**src/rtl/npc_mem_pkg.sv**
```systemverilog
// Shared types for the IFU/LSU memory arbiter: FSM state, transaction owner
// and the latched request bundle.
package npc_mem_pkg;

  typedef enum logic [1:0] {
    ST_IDLE = 2'd0,
    ST_REQ  = 2'd1,
    ST_RESP = 2'd2
  } state_t;

  typedef enum logic {
    OWN_IFU = 1'b0,
    OWN_LSU = 1'b1
  } owner_t;

  localparam int TIMEOUT_DEFAULT = 255;

  typedef struct packed {
    logic        wen;
    logic [31:0] addr;
    logic [31:0] wdata;
    logic [3:0]  wmask;
  } mem_req_t;

endpackage

```
**src/rtl/rr_arb2.sv**
```systemverilog
// Two-way arbiter: bit 0 = IFU, bit 1 = LSU. On a tie the side not granted
// last wins when rr_en is set, otherwise the LSU always wins.
module rr_arb2
  import npc_mem_pkg::*;
(
  input  logic [1:0] req,
  input  owner_t     last,
  input  logic       rr_en,
  output logic [1:0] gnt
);

  always_comb begin
    gnt = 2'b00;
    case (req)
      2'b01:   gnt = 2'b01;
      2'b10:   gnt = 2'b10;
      2'b11:   gnt = (rr_en && last == OWN_LSU) ? 2'b01 : 2'b10;
      default: gnt = 2'b00;
    endcase
  end

endmodule

```
**src/rtl/mem_arbiter.sv**
```systemverilog
// Single-outstanding arbiter sharing one memory port between instruction fetch
// and load/store, with a per-transaction timeout that aborts with err=1.
module mem_arbiter
  import npc_mem_pkg::*;
#(
  parameter int TIMEOUT = TIMEOUT_DEFAULT,
  parameter bit RR      = 1'b1
) (
  input  logic        clk,
  input  logic        rst,

  input  logic        ifu_req_valid,
  output logic        ifu_req_ready,
  input  logic [31:0] ifu_addr,
  output logic        ifu_resp_valid,
  output logic [31:0] ifu_rdata,
  output logic        ifu_err,

  input  logic        lsu_req_valid,
  output logic        lsu_req_ready,
  input  logic        lsu_wen,
  input  logic [31:0] lsu_addr,
  input  logic [31:0] lsu_wdata,
  input  logic [3:0]  lsu_wmask,
  output logic        lsu_resp_valid,
  output logic [31:0] lsu_rdata,
  output logic        lsu_err,

  output logic        mem_req_valid,
  input  logic        mem_req_ready,
  output logic        mem_wen,
  output logic [31:0] mem_addr,
  output logic [31:0] mem_wdata,
  output logic [3:0]  mem_wmask,
  input  logic        mem_resp_valid,
  input  logic [31:0] mem_rdata,
  output logic        busy
);

  localparam int            CW      = (TIMEOUT > 255) ? $clog2(TIMEOUT + 1) : 8;
  // cnt holds the busy cycles already completed, so the TIMEOUT-th busy cycle
  // is the one where cnt reaches TIMEOUT-1.
  localparam logic [CW-1:0] TO_LAST = CW'(TIMEOUT - 1);

  state_t       state, state_nxt;
  owner_t       owner, last_gnt;
  mem_req_t     req_q;
  logic [CW-1:0] cnt;

  logic [1:0] arb_req, gnt;
  logic       grant, to_hit, resp_fire, abort, done;

  assign arb_req = (state == ST_IDLE && !rst) ? {lsu_req_valid, ifu_req_valid} : 2'b00;
  assign grant   = |gnt;

  rr_arb2 u_arb (
    .req   (arb_req),
    .last  (last_gnt),
    .rr_en (RR),
    .gnt   (gnt)
  );

  assign to_hit    = (state != ST_IDLE) && (cnt >= TO_LAST);
  assign resp_fire = (state == ST_RESP) && mem_resp_valid;
  // A handshake landing on the timeout cycle wins over the abort.
  assign abort     = to_hit && !resp_fire && !(state == ST_REQ && mem_req_ready);
  assign done      = resp_fire || abort;

  always_ff @(posedge clk or posedge rst) begin
    if (rst) state <= ST_IDLE;
    else     state <= state_nxt;
  end

  always_comb begin
    state_nxt = state;
    case (state)
      ST_IDLE: if (grant) state_nxt = ST_REQ;
      ST_REQ: begin
        if (mem_req_ready) state_nxt = ST_RESP;
        else if (abort)    state_nxt = ST_IDLE;
      end
      ST_RESP: if (done)  state_nxt = ST_IDLE;
      default:            state_nxt = ST_IDLE;
    endcase
  end

  always_comb begin
    ifu_req_ready  = gnt[0];
    lsu_req_ready  = gnt[1];
    busy           = (state != ST_IDLE);
    mem_req_valid  = (state == ST_REQ);
    mem_wen        = 1'b0;
    mem_addr       = '0;
    mem_wdata      = '0;
    mem_wmask      = '0;
    ifu_resp_valid = 1'b0;
    ifu_rdata      = '0;
    ifu_err        = 1'b0;
    lsu_resp_valid = 1'b0;
    lsu_rdata      = '0;
    lsu_err        = 1'b0;
    if (state == ST_REQ) begin
      mem_wen   = req_q.wen;
      mem_addr  = req_q.addr;
      mem_wdata = req_q.wdata;
      mem_wmask = req_q.wmask;
    end
    if (done) begin
      if (owner == OWN_LSU) begin
        lsu_resp_valid = 1'b1;
        lsu_rdata      = resp_fire ? mem_rdata : '0;
        lsu_err        = abort;
      end else begin
        ifu_resp_valid = 1'b1;
        ifu_rdata      = resp_fire ? mem_rdata : '0;
        ifu_err        = abort;
      end
    end
  end

  always_ff @(posedge clk or posedge rst) begin
    if (rst) begin
      owner    <= OWN_IFU;
      last_gnt <= OWN_IFU;
      req_q    <= '0;
      cnt      <= '0;
    end else if (grant) begin
      owner    <= gnt[1] ? OWN_LSU : OWN_IFU;
      last_gnt <= gnt[1] ? OWN_LSU : OWN_IFU;
      cnt      <= '0;
      req_q    <= gnt[1] ? '{wen: lsu_wen, addr: lsu_addr, wdata: lsu_wdata, wmask: lsu_wmask}
                         : '{wen: 1'b0, addr: ifu_addr, wdata: 32'h0, wmask: 4'h0};
    end else if (state != ST_IDLE && cnt != '1) begin
      cnt <= cnt + 1'b1;
    end
  end

endmodule
```
**config.mk**
```make
export PLATFORM = sky130hd
export DESIGN_NAME = mem_arbiter
export DESIGN_NICKNAME = d
export VERILOG_FILES = /design/src/rtl/npc_mem_pkg.sv /design/src/rtl/rr_arb2.sv /design/src/rtl/mem_arbiter.sv
export SDC_FILE = /design/constraint.sdc
export NUM_CORES = 1
export LEC_CHECK = 0
export CAP_MARGIN = 40
export CORE_MARGIN = 8
export CORE_UTILIZATION = 38
export CTS_CLUSTER_DIAMETER = 100
export DETAILED_ROUTE_END_ITERATION = 8
export PLACE_DENSITY = 0.84
export SYNTH_ARGS = -nofsm -noshare
export SYNTH_HDL_FRONTEND = slang
export SYNTH_SLANG_ARGS = --single-unit
```
**constraint.sdc**
```tcl
create_clock -name clk -period 3.2 [get_ports clk]
set_clock_uncertainty 0.15 [all_clocks]
set_input_delay 0.48 -clock clk [delete_from_list [all_inputs] [get_ports clk]]
set_output_delay 0.48 -clock clk [all_outputs]
set_load 0.005 [all_outputs]
```
# Word-level counts from Yosys, hierarchy flattened
# Index checks and enable logic that the tools add are counted.
[totals] register_bits=80 in_bits=139
[classes] addsub=1 n_lt_le_gt_ge=1 n_eq_ne=9 muxes=29 n_reduce_logical=16
[ops] op="$mux W32" n=7
[ops] op="$mux W69" n=1
[ops] op="$mux W8" n=2
[ops] op="$mux W2" n=6
[ops] op="$pmux W2 S3" n=2
[ops] op="$mux W1" n=10
[ops] op="$add A8 B1 Y8 const B" n=1
[ops] op="$ge A8 B8 Y1 const B" n=1
[ops] op="$ne A8 B8 Y1 const B" n=1
[ops] op="$logic_and A1 B1 Y1" n=7
[ops] op="$eq A2 B2 Y1 const B" n=3
[ops] op="$eq A2 B1 Y1 const B" n=2
[ops] op="$mux W4" n=1
[ops] op="$ne A2 B2 Y1 const B" n=2
[ops] op="$reduce_bool A2 Y1" n=2
[ops] op="$logic_not A1 Y1" n=3
[ops] op="$ne A3 B1 Y1 const B" n=1
[ops] op="$reduce_and A3 Y1" n=1
[ops] op="$logic_not A2 Y1" n=1
[ops] op="$reduce_or A2 Y1" n=1
[ops] op="$logic_or A1 B1 Y1" n=1

# Logic depth before layout (Yosys ltp)
# Gate-level depths: netlist (run 1).
[logic_depth] ltp_word=8 depth_mapped=8 depth_no_buf=5

# By module
# A second synthesis (run 1) with hierarchy kept.
[hier_totals] cells_unflattened=457 hier_area_um2=4381.7
[by_module_without_submodules] module="mem_arbiter" instances=1 cells_per_inst=453 area_each_um2=4360.4 seq_area_each_um2=2001.9
[by_module_without_submodules] module="rr_arb2" instances=1 cells_per_inst=4 area_each_um2=21.3 seq_area_each_um2=0.0

# Worst setup path after synthesis (run 1)
# No wires, ideal clock.
[synth_path] path_type="reg2out" startpoint="reg cnt[0]" endpoint="out ifu_resp_valid" arrival_time_ns=1.542 required_time_ns=2.570 path_slack_ns=1.028 path_stages_with_launch=7 n_path_buf=1 path_cell_list="dfrtp_1 > inv_1 > ha_1 > nor2_1 > or4_1 > clkbuf_1 > o31ai_1"
[synth_via] elab_chain_cells=6
[synth_rtl] element="from (decl)" line_no="mem_arbiter.sv:48" text="logic [CW-1:0] cnt;"
[synth_rtl] element="from (signal assigned)" line_no="mem_arbiter.sv:134" text="cnt <= cnt + 1'b1;"
[synth_rtl] element="$ge A8 B8 Y1" line_no="mem_arbiter.sv:63" text="assign to_hit = (state != ST_IDLE) && (cnt >= TO_LAST);"
[synth_rtl] element="$logic_and A1 B1 Y1" line_no="mem_arbiter.sv:63"
[synth_rtl] element="$logic_and A1 B1 Y1 (2 in a row)" line_no="mem_arbiter.sv:66" text="assign abort = to_hit && !resp_fire && !(state == ST_REQ && mem_req_ready);"
[synth_rtl] element="$logic_or A1 B1 Y1" line_no="mem_arbiter.sv:67" text="assign done = resp_fire || abort;"
[synth_rtl] element="$mux W1" line_no="mem_arbiter.sv:108" text="if (done) begin"
[synth_rtl] element="to (decl)" line_no="mem_arbiter.sv:15" text="output logic ifu_resp_valid,"
# No other way between the ends.

# Worst setup path in the final report (run 1)
# Same ends and word-level chain as after synthesis.

==> flow_metrics.env, run 1 <==
export IMPL_vias=5095
export IMPL_htree_levels=3
export IMPL_nNetsFinal=901
export IMPL_cp_cell_sequence="inv_1 > ha_1 > nor2_1 > or4_4 > o31ai_1 > clkdlybuf4s50_1"
export IMPL_ys_warn_count=0
export IMPL_ys_flop_type="dfrtp_1"
export IMPL_fmax_mhz=326
export IMPL_gp_congestion=0.842
export IMPL_totalWireLength_mm=18.7
export IMPL_wl_per_cell_um=20.6
export IMPL_floorplan_initialDensity_pct=39.0
export IMPL_synth_adder_area_share_pct=0.534
export IMPL_utilization_pct=65.7
export IMPL_min_period_ns=3.07
export IMPL_r2r_cells=5
export IMPL_cp_num_buf_inv=2
export IMPL_cap_violations=0
export IMPL_cts_root_buf="clkbuf_16"
export IMPL_cts_setup_buffers=0
export IMPL_setup_viol=0
export IMPL_layout_commonest_cell="clkdlybuf4s50_1"
export IMPL_cts_buffers=9
export IMPL_syn2layout_area_growth_pct=68.5
export IMPL_core_area_mm2=0.0120
export IMPL_drt_first_pass_iters=5
export IMPL_antenna_found_initial=0
export IMPL_required_ns=2.57
export IMPL_fin_tns_setup_ns=0
export IMPL_finalNonFillerCells=912
export IMPL_synth_largest_area_cell="dfrtp_1"
export IMPL_place_inst=896
export IMPL_synth_top_family_by_area="simple AND/OR/NAND/NOR gates"
export IMPL_cp_max_fo=6
export IMPL_avgViaCountPerCell=5.59
export IMPL_max_stage_delay_ns=0.59
export IMPL_fin_crit_sh_pct=96.0
export IMPL_yosys_area_share_simple_pct=29.5
export IMPL_seq_area_frac_synth_pct=42.7
export IMPL_worst_setup_path_end_kind="primary output"
export IMPL_dpl_instance_area_mm2=0.00758
export IMPL_drive_above_1_share_pct=6.01
export IMPL_yosys_area_share_xor_xnor_pct=0
export IMPL_worstMarginPinSlew_ns=0.692
export IMPL_cpLargestDelayFamily="buffers and inverters"
export IMPL_rows=40
export IMPL_async_reset_ff_share_pct=100
export IMPL_cp_start_kind="flip-flop"
export IMPL_ys_ff_latch=80
export IMPL_min_path_cells=1
export IMPL_slowest_stage="or4_4"
export IMPL_ir_drop_v=0.000280
export IMPL_synth_top_cell_area_share_pct=42.7
export IMPL_port_buffers=279
export IMPL_criticalPathCategory="flip-flop to primary output"
export IMPL_synth_area_mm2=0.00469
export IMPL_die_x_um=127
export IMPL_grt_max_degree=56
export IMPL_drt_iter0_drc=399
export IMPL_grt_first_pass_wirelength_mm=29.0
export IMPL_cts_path_max_buffers=2
export IMPL_track_usage_pct=22.5
export IMPL_ys_types=42
export IMPL_final_cell_mix="clkdlybuf4s50_1, and2_1, dfrtp_1"
export IMPL_die_area_mm2=0.0161
export IMPL_report_final_slew_viol_count=0
export IMPL_leakage_nw=3.14
export IMPL_final_area_mm2=0.00790
export IMPL_rsz0062_at_grt="false"
export IMPL_ys_top_cells_by_area="dfrtp_1, and2_1, a22o_1"
export IMPL_syn_num_nets=651
export IMPL_synth_edff_count=0
export IMPL_cts_sinks=80
export IMPL_grt_pass1_vias=5294
export IMPL_drtAntennaViolNets=0
export IMPL_hold_buffers=0
export IMPL_antennaDiodeCount=0
export IMPL_synth_area_mux_share_pct=0.641
export IMPL_die_h_um=127
export IMPL_hp_class="flip-flop to flip-flop"
export IMPL_status="complete, no violations"
export IMPL_hold_viol=0
export IMPL_cp_arrival_ns=2.44
export IMPL_multi_input_area_mm2=0.00241
export IMPL_p_per_area_mw_per_mm2=662
export IMPL_cts_tree="done"
export IMPL_synthCells=510
export IMPL_clkTransAtPathRegs_ns=0.07
export IMPL_ioPinCount=280
export IMPL_clk_latency_ns=0.33
export IMPL_synth_compound_area_share_pct=20.4
export IMPL_fillers=975
export IMPL_post_dp_hpwl_mm=14.0
export IMPL_seqCellArea_mm2=0.00200
export IMPL_path_depth=6
export IMPL_drc=0
export IMPL_max_slew_margin_rel_pct=53.8
export IMPL_syn_area_per_cell_um2=9.19
export IMPL_grt_overflow_total=0
path summary, 6_finish.rpt:
| check | slack [ns] | end | start |
|---|---|---|---|
| setup / recovery | 0.13 | ifu_resp_valid | cnt[0] |
| hold / removal | 0.35 | req_q[5] | req_q[5] |
| setup reg to reg | 0.94 | req_q[13] | state[0] |
| hold reg to reg | 0.35 | req_q[5] | req_q[5] |
| max in group asynchronous | 1.75 | req_q[16] | rst |
| min in group asynchronous | 0.49 | last_gnt | rst |
synth_stat cells, types with 3 or more instances:
library cell	number
nand2_1	5
buf_1	3
and2_1	133
nor2_1	6
o31ai_1	34
nor3_1	35
nand2b_1	3
mux2i_1	3
inv_1	6
a22o_1	37
clkbuf_1	50
o21ai_0	7
dfrtp_1	80
nand4_1	35
nor2b_1	4
a31oi_1	34
cells by family after synthesis:
logic type               count (synthesis)
buffers and inverters                   67
multiplexers                             3
AO/OA/AOI/OAI                          128
adder cells (fa/ha/maj)                  2
flip-flops                              80
AND/OR/NAND/NOR                        230
flip-flops by register name, indices dropped and copies added, names as in the netlist:
signal    flops
last_gnt      1
cnt           8
state         2
req_q        69
per-layer routing:
layer	track usage [%]	up-vias	share of wire [%]
met1	23.5	2476	36
met5	0	-	0
met4	8.05	0	2.0
met2	41.0	238	52
met3	7.70	27	9.2
li1	-	2354	-
cell type report:
type                       instances  share of cell area [%]
timing repair buffer             298                    37.3
multi-input combinational        363                    30.6
sequential                        80                    25.4
clock buffer                      10                    3.03
tap                              147                    2.33
clock inverter                     6                   0.951
inverter                           8                   0.412
repair_timing:
item / 4_1_cts / 5_1_grt
setup endpoints to repair: 0 / 2
gates resized for setup: 0 / 1
hold endpoints to repair: 0 / 0
per-stage QoR:
step / power, mW / hold slack (ns) / setup WS [ns]
after floorplan: 2.95 / 0.308 / 0.518
after global placement: 4.06 / 0.324 / 0.106
after detailed placement: 4.16 / 0.324 / 0.133
after CTS: 5.27 / 0.346 / 0.0179
after global routing: 5.56 / 0.355 / 0.0198
final: 5.22 / 0.345 / 0.129
power by group:
group          switching [mW]  internal, mW  leakage, nW
logic                    1.10          1.29         1.99
registers               0.289          1.48        0.998
clock network           0.429         0.636        0.151
total                    1.82          3.41         3.14
(Power assumes the default switching activity.)
==> inputs of run 2 (changes only) <==
--- a/config.mk
+++ b/config.mk
@@ -5,6 +5,7 @@
 export SDC_FILE = /design/constraint.sdc
 export NUM_CORES = 1
 export LEC_CHECK = 0
+export ABC_AREA = 0
 export CAP_MARGIN = 40
 export CORE_MARGIN = 8
 export CORE_UTILIZATION = 38
==> results of run 2 <==
The final DEF is identical to that of run 1; final timing and power are the same.
==> inputs of run 3 (changes only) <==
--- a/config.mk
+++ b/config.mk
@@ -7,7 +7,7 @@
 export LEC_CHECK = 0
 export ABC_AREA = 0
 export CAP_MARGIN = 40
-export CORE_MARGIN = 8
+export CORE_MARGIN = 2
 export CORE_UTILIZATION = 38
 export CTS_CLUSTER_DIAMETER = 100
 export DETAILED_ROUTE_END_ITERATION = 8
==> run 3 against run 2 <==
Sequential power is essentially flat. Non-clock buffer count grew 1. Worst hold slack lost 0.0021 ns. Critical path type unchanged. Critical endpoint is now lsu_resp_valid. Fmax shrank 1.9%. Highest routed layer unchanged. Critical path depth grew 1. Global-route usage grew 3.5 points. Cell count grew 0.11%. Clock-buffer cell count grew 1. Utilization is essentially flat. Register-to-register slack lost 0.07 ns.
==> flow_metrics.env, run 3 (synthesis results as in run 1) <==
export IMPL_regToRegSetupSlack_ns=0.87
export IMPL_cts_setup_buffers=0
export IMPL_drc=0
export IMPL_antennaDiodeCount=0
export IMPL_die_h_um=115
export IMPL_clkTransAtPathRegs_ns=0.06
export IMPL_rsz0062_at_grt="false"
export IMPL_grt_max_degree=70
export IMPL_place_ws_ns=0.0334
export IMPL_cts_root_buf="clkbuf_16"
export IMPL_place_inst=897
export IMPL_htree_levels=3
export IMPL_hold_buffers=0
export IMPL_cts_buffers=9
export IMPL_post_dp_hpwl_mm=12.6
export IMPL_cts_resized=2
export IMPL_ioPinCount=280
export IMPL_hp_class="flip-flop to flip-flop"
export IMPL_vias=5155
export IMPL_largest_reg_flops=69
export IMPL_worst_slack_ns=0.0695
export IMPL_setup_viol=0
export IMPL_fin_tns_setup_ns=0
export IMPL_totalWireLength_mm=17.6
export IMPL_leakage_nw=3.14
export IMPL_avgViaCountPerCell=5.65
export IMPL_antenna_found_initial=0
export IMPL_floorplan_initialDensity_pct=39.0
export IMPL_syn2layout_area_growth_pct=68.5
export IMPL_grt_overflow_total=0
export IMPL_p_per_area_mw_per_mm2=661
export IMPL_die_x_um=115
export IMPL_status="complete, no violations"
export IMPL_ir_drop_v=0.000309
export IMPL_min_period_ns=3.13
export IMPL_drtAntennaViolNets=0
export IMPL_port_buffers=279
export IMPL_final_cell_mix="clkdlybuf4s50_1, and2_1, dfrtp_1"
export IMPL_worst_setup_path_end_kind="primary output"
export IMPL_drt_iter0_drc=499
export IMPL_cts_sinks=80
export IMPL_fin_hold_ws_ns=0.343
export IMPL_top_regs="req_q (69), cnt (8), state (2)"
export IMPL_wl_per_cell_um=19.3
export IMPL_layout_commonest_cell="clkdlybuf4s50_1"
export IMPL_report_final_slew_viol_count=0
export IMPL_cap_violations=0
export IMPL_fin_crit_sh_pct=97.8
export IMPL_criticalPathCategory="flip-flop to primary output"
export IMPL_cp_max_fo=6
export IMPL_grt_pass1_vias=5292
export IMPL_fillers=967
export IMPL_largest_register="req_q"
export IMPL_drive_above_1_share_pct=6.14
export IMPL_cp_arrival_ns=2.50
export IMPL_core_area_mm2=0.0120
export IMPL_cts_tree="done"
export IMPL_cts_path_max_buffers=2
export IMPL_nNetsFinal=902
export IMPL_clk_latency_ns=0.34
export IMPL_drt_first_pass_iters=5
export IMPL_cp_start_kind="flip-flop"
export IMPL_grt_first_pass_wirelength_mm=27.0
export IMPL_finalNonFillerCells=913
export IMPL_max_slew_margin_rel_pct=55.7
export IMPL_rows=40
export IMPL_die_area_mm2=0.0132
export IMPL_required_ns=2.57
export IMPL_gp_congestion=0.835
export IMPL_hold_viol=0
export IMPL_fmax_mhz=319
export IMPL_worstMarginPinSlew_ns=0.665
export IMPL_track_usage_pct=25.9
[run 3: cell types whose count changed in the layout (fill, tap and decap cells not counted), sizes merged]
| cell | change |
|---|---|
| clkinvlp | +1 |
| clkbuf | +1 |
| clkinv | -2 |
| buf | +1 |
[run 3: stage by stage]
step,power (mW),utilization [%],instance area [µm²]
CTS,5.24,65.8,7900
finish,5.22,65.8,7900
floorplan,2.95,-,4690
global route,5.55,65.8,7900
detailed placement,4.16,63.1,7580
global placement,4.06,63.1,7580
[run 3: worst max-delay path, cell delays in order (launching register included)]
cell and delay, ns:
dfrtp_1 0.44, inv_1 0.09, ha_1 0.16, nor2_1 0.04
or4_4 0.58, buf_4 0.17, o21bai_2 0.16, clkdlybuf4s50_1 0.53
[run 3: area by class of cell]
class | count | area [µm²] | area share [%]
Clock buffer | 11 | 243 | 3.07
Clock inverter | 5 | 62.6 | 0.792
Inverter | 8 | 32.5 | 0.412
Multi-Input combinational cell | 363 | 2420 | 30.6
Timing Repair Buffer | 299 | 2960 | 37.4
Sequential cell | 80 | 2000 | 25.3
Tap cell | 147 | 184 | 2.33
[run 3: path summary, 6_finish.rpt]
path,start,to,cells past startpoint
min in group asynchronous,rst,req_q[59],2
setup reg to reg,state[0],req_q[58],4
hold reg to reg,req_q[29],req_q[29],1
setup / recovery,cnt[0],lsu_resp_valid,7
max in group asynchronous,rst,cnt[3],3
hold / removal,req_q[29],req_q[29],1
[run 3: metal layers]
| metal | vias to the layer above | routed length (µm) | global-route usage, % |
|---|---|---|---|
| met2 | 285 | 9150 | 46.0 |
| met5 | - | 0 | 0 |
| met3 | 35 | 1250 | 5.27 |
| met1 | 2469 | 6790 | 31.0 |
| li1 | 2366 | - | - |
| met4 | 0 | 451 | 9.72 |
[run 3: power breakdown]
part	internal [mW]	switching, mW	total, mW
sequential	1.48	0.288	1.77
combinational	1.30	1.10	2.40
clock	0.632	0.427	1.06
